File: src/rtl/hazard_unit_sb.sv
// hazard_unit_sb: hazard / forwarding unit for a 5-stage F/D/E/M/W pipeline.
//
// What it does:
//   - Forwards operands into E from M (highest priority) or from W.
//   - Stalls F/D and bubbles E on a load-use hazard or on a multi-cycle hazard.
//   - Freezes the whole pipeline while a load in M waits for data memory.
//   - Flushes D/E on a taken branch.
//   - Tracks one outstanding MUL/DIV op with an IDLE/BUSY scoreboard.
//
// Optional build macro:
//   HZ_PERF_CNT_EN - adds saturating perf counters stall_cnt, flush_cnt, mc_cnt.
//
// Ports:
//   clk, reset                   clock, synchronous active-high reset
//   rs_d, mc_d                   D-stage source addresses / multi-cycle flag
//   rs_e, rd_e, regwrite_e,      E-stage sources, destination, write enable,
//   memread_e, mc_start_e,       load flag, multi-cycle issue,
//   branch_taken_e               taken branch
//   rd_m, regwrite_m, memread_m  M-stage destination, write enable, load flag
//   rd_w, regwrite_w             W-stage destination, write enable
//   mem_ready, mc_done           data memory done / multi-cycle result written
//   fwd_e                        per operand: 00 regfile, 10 from M, 01 from W
//   stall_f/d/e/m                hold stage register
//   flush_d/e                    bubble stage register on the next edge
//   mc_busy                      multi-cycle op outstanding
//   stall_cnt, flush_cnt, mc_cnt perf counters (HZ_PERF_CNT_EN only)
module hazard_unit_sb #(
    parameter int REG_AW  = 5,
    parameter int NUM_SRC = 2,
    parameter int CNT_W   = 16
) (
    input  logic                      clk,
    input  logic                      reset,
    input  logic [NUM_SRC*REG_AW-1:0] rs_d,
    input  logic                      mc_d,
    input  logic [NUM_SRC*REG_AW-1:0] rs_e,
    input  logic [REG_AW-1:0]         rd_e,
    input  logic                      regwrite_e,
    input  logic                      memread_e,
    input  logic                      mc_start_e,
    input  logic                      branch_taken_e,
    input  logic [REG_AW-1:0]         rd_m,
    input  logic [REG_AW-1:0]         rd_w,
    input  logic                      regwrite_m,
    input  logic                      regwrite_w,
    input  logic                      memread_m,
    input  logic                      mem_ready,
    input  logic                      mc_done,
    output logic [NUM_SRC*2-1:0]      fwd_e,
    output logic                      stall_f,
    output logic                      stall_d,
    output logic                      stall_e,
    output logic                      stall_m,
    output logic                      flush_d,
    output logic                      flush_e,
    output logic                      mc_busy
`ifdef HZ_PERF_CNT_EN
    ,
    output logic [CNT_W-1:0]          stall_cnt,
    output logic [CNT_W-1:0]          flush_cnt,
    output logic [CNT_W-1:0]          mc_cnt
`endif
);

    if (NUM_SRC < 1 || NUM_SRC > 3 || CNT_W < 1) begin : g_bad_param
        $error("hazard_unit_sb: unsupported NUM_SRC or CNT_W");
    end

    typedef enum logic {IDLE, BUSY} state_t;

    state_t            state;
    logic [REG_AW-1:0] mc_rd;
    logic              mem_wait;
    logic              lu_hit;
    logic              dep_hit;
    logic              lu;
    logic              dep;
    logic              struct_hz;
    logic              mc_go;

    assign mc_busy  = (state == BUSY);
    assign mem_wait = memread_m & ~mem_ready;

    // D-stage source matches against the E destination and the pending
    // multi-cycle destination. Register 0 never creates a dependency.
    always_comb begin
        lu_hit  = 1'b0;
        dep_hit = 1'b0;
        for (int i = 0; i < NUM_SRC; i++) begin
            if (rd_e != '0 && rs_d[i*REG_AW +: REG_AW] == rd_e)
                lu_hit = 1'b1;
            if (mc_rd != '0 && rs_d[i*REG_AW +: REG_AW] == mc_rd)
                dep_hit = 1'b1;
        end
    end

    assign lu        = regwrite_e & (memread_e | mc_start_e) & lu_hit;
    assign dep       = mc_busy & dep_hit;
    assign struct_hz = mc_busy & mc_d;

    // Forwarding into E. M is checked first, so it wins when M and W
    // both write the same register.
    always_comb begin
        fwd_e = '0;
        if (!reset) begin
            for (int i = 0; i < NUM_SRC; i++) begin
                if (regwrite_m && rd_m != '0 && rd_m == rs_e[i*REG_AW +: REG_AW])
                    fwd_e[i*2 +: 2] = 2'b10;
                else if (regwrite_w && rd_w != '0 && rd_w == rs_e[i*REG_AW +: REG_AW])
                    fwd_e[i*2 +: 2] = 2'b01;
            end
        end
    end

    // Pipeline control, in priority order:
    //   1. memory wait freezes every stage and suppresses all flushes;
    //   2. a taken branch discards D, so D-stage hazards are irrelevant;
    //   3. a D-stage hazard holds F/D and bubbles E.
    always_comb begin
        stall_f = 1'b0;
        stall_d = 1'b0;
        stall_e = 1'b0;
        stall_m = 1'b0;
        flush_d = 1'b0;
        flush_e = 1'b0;
        if (!reset) begin
            if (mem_wait) begin
                stall_f = 1'b1;
                stall_d = 1'b1;
                stall_e = 1'b1;
                stall_m = 1'b1;
            end else if (branch_taken_e) begin
                flush_d = 1'b1;
                flush_e = 1'b1;
            end else if (lu | dep | struct_hz) begin
                stall_f = 1'b1;
                stall_d = 1'b1;
                flush_e = 1'b1;
            end
        end
    end

    // A multi-cycle op is accepted when it leaves E while the FSM is idle
    // and the pipeline is not frozen.
    assign mc_go = (state == IDLE) & mc_start_e & ~stall_e & ~mem_wait;

    // Multi-cycle scoreboard. The FSM holds while the pipeline is frozen.
    // A start seen while BUSY and a done seen while IDLE are both ignored.
    always_ff @(posedge clk) begin
        if (reset) begin
            state <= IDLE;
            mc_rd <= '0;
        end else if (!mem_wait) begin
            case (state)
                IDLE: if (mc_go) begin
                    state <= BUSY;
                    mc_rd <= rd_e;
                end
                BUSY: if (mc_done) state <= IDLE;
                default: state <= IDLE;
            endcase
        end
    end

`ifdef HZ_PERF_CNT_EN
    // Saturating event counters.
    always_ff @(posedge clk) begin
        if (reset) begin
            stall_cnt <= '0;
            flush_cnt <= '0;
            mc_cnt    <= '0;
        end else begin
            if (stall_d && stall_cnt != '1) stall_cnt <= stall_cnt + 1'b1;
            if (flush_d && flush_cnt != '1) flush_cnt <= flush_cnt + 1'b1;
            if (mc_go   && mc_cnt    != '1) mc_cnt    <= mc_cnt + 1'b1;
        end
    end
`endif

endmodule

File: config.mk
export PLATFORM = sky130hd
export DESIGN_NAME = hazard_unit_sb
export DESIGN_NICKNAME = d
export VERILOG_FILES = /design/src/rtl/hazard_unit_sb.sv
export SDC_FILE = /design/constraint.sdc
export NUM_CORES = 1
export LEC_CHECK = 0
export ABC_AREA = 1
export CORE_MARGIN = 1
export CORE_UTILIZATION = 38
export DETAILED_ROUTE_END_ITERATION = 16
export GPL_TIMING_DRIVEN = 1
export PLACE_DENSITY = 0.78
export SLEW_MARGIN = 10
export SYNTH_ARGS = -nofsm -noshare
export SYNTH_HDL_FRONTEND = slang
export SYNTH_SLANG_ARGS = --single-unit
File: constraint.sdc
create_clock -name clk -period 1.5 [get_ports clk]
set_input_delay 0.225 -clock clk [delete_from_list [all_inputs] [get_ports clk]]
set_output_delay 0.225 -clock clk [all_outputs]
set_load 0.005 [all_outputs]
# Yosys cells after proc, flatten, opt, wreduce, memory -nomap -nowiden
# Cells that the tools add are included.
# Widths: inputs -> output; s select.
dict set report op_classes {
  n_eq_ne 8
  reduce_logical 15
  muxes 24
  bitwise_logic 15
}
# operator count
set op_table {}
lappend op_table {{$eq 5x5->1} 8}
lappend op_table {{$mux 1} 20}
lappend op_table {{$reduce_bool 5->1} 4}
lappend op_table {{$logic_and 1x1->1} 10}
lappend op_table {{$and 1x1->1} 8}
lappend op_table {{$mux 2} 2}
lappend op_table {{$mux 4} 1}
lappend op_table {{$not 1->1} 4}
lappend op_table {{$or 1x1->1} 3}
lappend op_table {{$reduce_and 3->1} 1}
lappend op_table {{$pmux 1 s2} 1}
dict set report totals {
  elab_cells 64
  regBits 6
}

# Longest topological paths before layout
dict set report depth {
  word_depth 11
  depth_mapped 11
  ltp_nobuf 10
}

# Least setup slack after synthesis
# OpenSTA, ideal clock, no wires.
dict set report synth_path {
  path_kind {reg2out}
  from {register mc_rd[2]}
  to {output stall_f}
  arrival_time_ns 1.084
  stages_incl_launch_ff 12
  setup_slack_ns 0.191
  path_cell_list {dfxtp_1 -> inv_2 -> nand2_1 -> nand2_1 -> nor2_1 -> nand3_1 -> nand2_1 -> nand3_2 -> nand3_2 -> nand2_1 -> nand2_1 -> buf_4}
}
dict set report synth_via {
  elab_chain_cells 11
  word_cells_on_any_way 14
  classes_between {eq/ne (2); mux (6); bitwise (3); reduce/logical (3)}
}
# element line_no
set synth_lines {}
lappend synth_lines {{from (decl)} 72} ;# logic [REG_AW-1:0] mc_rd;
lappend synth_lines {{from (signal assigned)} 157} ;# mc_rd <= rd_e;
lappend synth_lines {{$eq 5x5->1 / $reduce_bool 5->1 (equally long branches)} 92} ;# if (mc_rd != '0 && rs_d[i*REG_AW +: REG_AW] == mc_rd)
lappend synth_lines {{$logic_and 1x1->1} 92}
lappend synth_lines {{$mux 1} 92}
lappend synth_lines {{$mux 1 (*)} 92}
lappend synth_lines {{$and 1x1->1 (*)} 98} ;# assign dep = mc_busy & dep_hit;
lappend synth_lines {{$or 1x1->1 (*) (2 in series)} 135} ;# end else if (lu | dep | struct_hz) begin
lappend synth_lines {{$mux 1 (*) (4 in series)} n/a}
lappend synth_lines {{to (decl)} 50} ;# output logic stall_f,
# Mark *: on every way between the ends. The rest lies on a longest branch, timed or not.

# Worst setup path after layout
dict set report layout_path {
  from {register mc_rd[0]}
  to {output stall_f}
}
dict set report layout_via {
  elab_chain_cells 11
  word_cells_on_any_way 14
  classes_between {eq/ne (2); mux (6); bitwise (3); reduce/logical (3)}
}
# element line_no
set layout_lines {}
lappend layout_lines {{$eq 5x5->1 / $reduce_bool 5->1 (equally long branches)} 92}
lappend layout_lines {{$logic_and 1x1->1} 92}
lappend layout_lines {{$mux 1} 92}
lappend layout_lines {{$mux 1 (*)} 92}
lappend layout_lines {{$and 1x1->1 (*)} 98}
lappend layout_lines {{$or 1x1->1 (*) (2 in series)} 135}
lappend layout_lines {{$mux 1 (*)} 135}
lappend layout_lines {{$mux 1 (*)} 132} ;# end else if (branch_taken_e) begin
lappend layout_lines {{$mux 1 (*)} 127} ;# if (mem_wait) begin
lappend layout_lines {{$mux 1 (*)} 126} ;# if (!reset) begin
# Marks and branches as above.

==> metrics.txt <==
grt total ovfl 0; first-pass GRT wire length 5380 um; unrepaired setup endpoints after global routing yes; met2 wire length 1880 um; min Tclk post-route 1.70 ns; Max Cap Viol 0; crit path max fanout 4; delay-heaviest family, CP simple AND/OR/NAND/NOR gates; vias 1422; Arrival @ worst endpoint 1.48 ns; Root Driver clkbuf_4; uppermost routed layer met4; CTS sink count 6; met3 wire len 153 um; share of layout cells above drive strength 1 0.370; GRT Resource Usage Total 0.262; Startpoint Class flop; NetSw 0.000295 W; H-Tree Depth 1; n_diodes 0; status complete, but fails checks; Layout Nets 311; switch share 0.364; post-synth cell types 22; DR pass1 iterations 4; RD Place Congestion 0.903; Port Buffers 57; Setup WS post-layout -0.203 ns; Ports 58; Slowest cell on crit path dfxtp_4; failing checks setup timing; share of the yosys chip area belonging to registers 0.124; Min-Delay Path Class flop to flop; worst slack, placed -0.663 ns; antenna viol nets, final 0; Clk pwr share 0.185; Die H 52.5 um; total wire length 3520 um; largest net degree at the start of global routing 9; DRC 0; CORE AREA 0.00230 mm^2; Ys Warns 0; crit path cell chain buf_6 -> nor3_2 -> nand3_1 -> nand3_2 -> nand3_2 -> nand2_1 -> nand2_1 -> buf_2; area delta synth->final 87.5%; Metal-1 WL 1410 um; CTS tree yes; skew final 0.00111 ns; worst path bufs/invs 2; Setup Crit Path Kind flop to output port; peak supply drop 0.000421 V; Post-Synthesis Net Count 219; die area 0.00275 mm^2; WL/cell 12.1 um; final setup vio count 3; post-place instance area 0.00172 mm^2; Core Rows 17; Vias/cell 4.90; final hold vios 0; Crit. End Element output port; cts bufs inserted 3; Synth Cell Area 968 um^2; Leakage 0.979 nW; initial antenna violation count 0; P per Cell Area 446 mW/mm^2; Final Cycle Share 1.14; Tightest Pin Transition 0.273 ns; DRT iter0 DRCs 29; vias in the first global route 1309; Worst Path Required 1.27 ns; Max stage delay on crit path 0.36 ns; FF+latch count, synth 6; clk_lat worst skew 0.24 ns; part of the power in registers 0.237; Die Wd 52.5 um; Final HPWL DP 2630 um; post-synthesis cell count 172; combinational power share 0.578; CTS clock-pin slew for the worst setup and hold paths 0.05 ns; Slew Viols, Final 0; initial core utilization 0.422; cts hold-fix bufs 0; Int Power 0.000515 W; design area 0.00182 mm^2; Mean Syn Cell Area 5.63 um^2; FMAX 587 MHz; Slew HR 0.816; Clock Path Buffers 2
==> cells in the final DEF, fill, tap and decap left out <==
cell             count
nand2_1             47
xor2_2               1
nor2_4               2
clkdlybuf4s15_2      2
clkdlybuf4s50_1      9
o21ai_0              1
buf_4               31
inv_1               19
clkbuf_4             3
o21ai_2              1
xnor2_1              8
a211oi_1             5
nand4_1              3
o41ai_2              1
a21oi_2              2
or2_1                1
inv_2               10
nand2_2              3
xor2_1               9
nand2_4              1
a21oi_1              5
nor3_2               2
buf_6                3
dlygate4sd2_1       23
nor2_2               3
o211ai_1             2
buf_2               17
xnor2_2              4
clkbuf_2             2
nor3_4               1
nor2_1              19
dfxtp_4              1
nor3_1               1
o22ai_1              2
nand3_1              8
dfxtp_2              5
clkdlybuf4s15_1      3
nand3_2              2
==> cell usage after synthesis, drive strengths merged <==
cell	count	area share
nand2	51	0.20
a21oi	7	0.036
or2	1	0.0065
nand3	10	0.062
o41ai	1	0.017
buf	3	0.021
nor3	4	0.032
o21ai	2	0.010
dfxtp	6	0.12
nor2	24	0.096
xnor2	12	0.11
xor2	10	0.090
nand4	3	0.019
inv	29	0.11
o22ai	2	0.013
a211oi	5	0.039
o211ai	2	0.015
==> layout make-up <==
cell class / count / area (um^2)
clock buffer: 3 / 22.5
fill: 181 / 482
inverter: 29 / 109
multi-input combinational: 134 / 813
sequential: 6 / 130
tap: 28 / 35.0
timing repair buffer: 90 / 706
==> flip-flops by register name, indices dropped and copies added (netlist names) <==
register and flops:
mc_rd 5, mc_busy 1
==> cells by family after synthesis <==
group | Yosys count | synth area share
simple gates | 93 | 0.413
buf+inv | 32 | 0.133
xor+xnor | 22 | 0.199
compound gates | 19 | 0.130
flops | 6 | 0.124
==> worst paths after layout <==
check / depth (start not counted) / to / from / slack, ns
max: 8 / stall_f / mc_rd[0] / -0.20
min: 2 / mc_rd[2] / mc_rd[2] / 0.53
max reg2reg: 5 / mc_rd[3] / mc_busy / 0.34
min reg2reg: 2 / mc_rd[2] / mc_rd[2] / 0.53
==> power by group through the flow <==
stage | Combinational (W) | Clock [W] | Sequential [W]
4_1_cts | 0.000446 | 0.000153 | 0.000191
2_1_floorplan | 0.000184 | 0 | 0.000192
3_3_place_gp | 0.000437 | 0 | 0.000191
5_1_grt | 0.000511 | 0.000163 | 0.000194
3_5_place_dp | 0.000446 | 0 | 0.000191
6_report | 0.000468 | 0.000150 | 0.000192
==> per-layer routing <==
layer  vias to the layer above  GRT usage
li1                        725          -
met1                       635      0.279
met2                        52      0.496
met3                        10     0.0377
met4                         0      0.123
met5                         -          0
==> worst register-to-register path, delay by kind of cell (launching register included) <==
family	cells	cell delay, ns
compound gates	1	0.16
buf+inv	2	0.32
flops	1	0.33
simple gates	2	0.25
==> metrics by stage <==
stage	std cells	setup TNS [ns]	hold slack (ns)	power, W	utilization
after floorplan	172	0	0.383	0.000376	-
after global placement	276	-5.44	0.542	0.000628	0.748
after detailed placement	276	-5.57	0.547	0.000638	0.748
after CTS	292	-0.363	0.523	0.000790	0.779
after global routing	290	-0.908	0.568	0.000868	0.790
final	290	-0.581	0.526	0.000809	0.790
==> repair_timing <==
item                                    CTS  global route
buffers inserted                         13             0
pin swaps                                24            21
endpoints found under the setup margin   10            10
cloned                                    0             0
resized for setup                       129            19
Note: power is estimated with default switching activity, not from simulation.
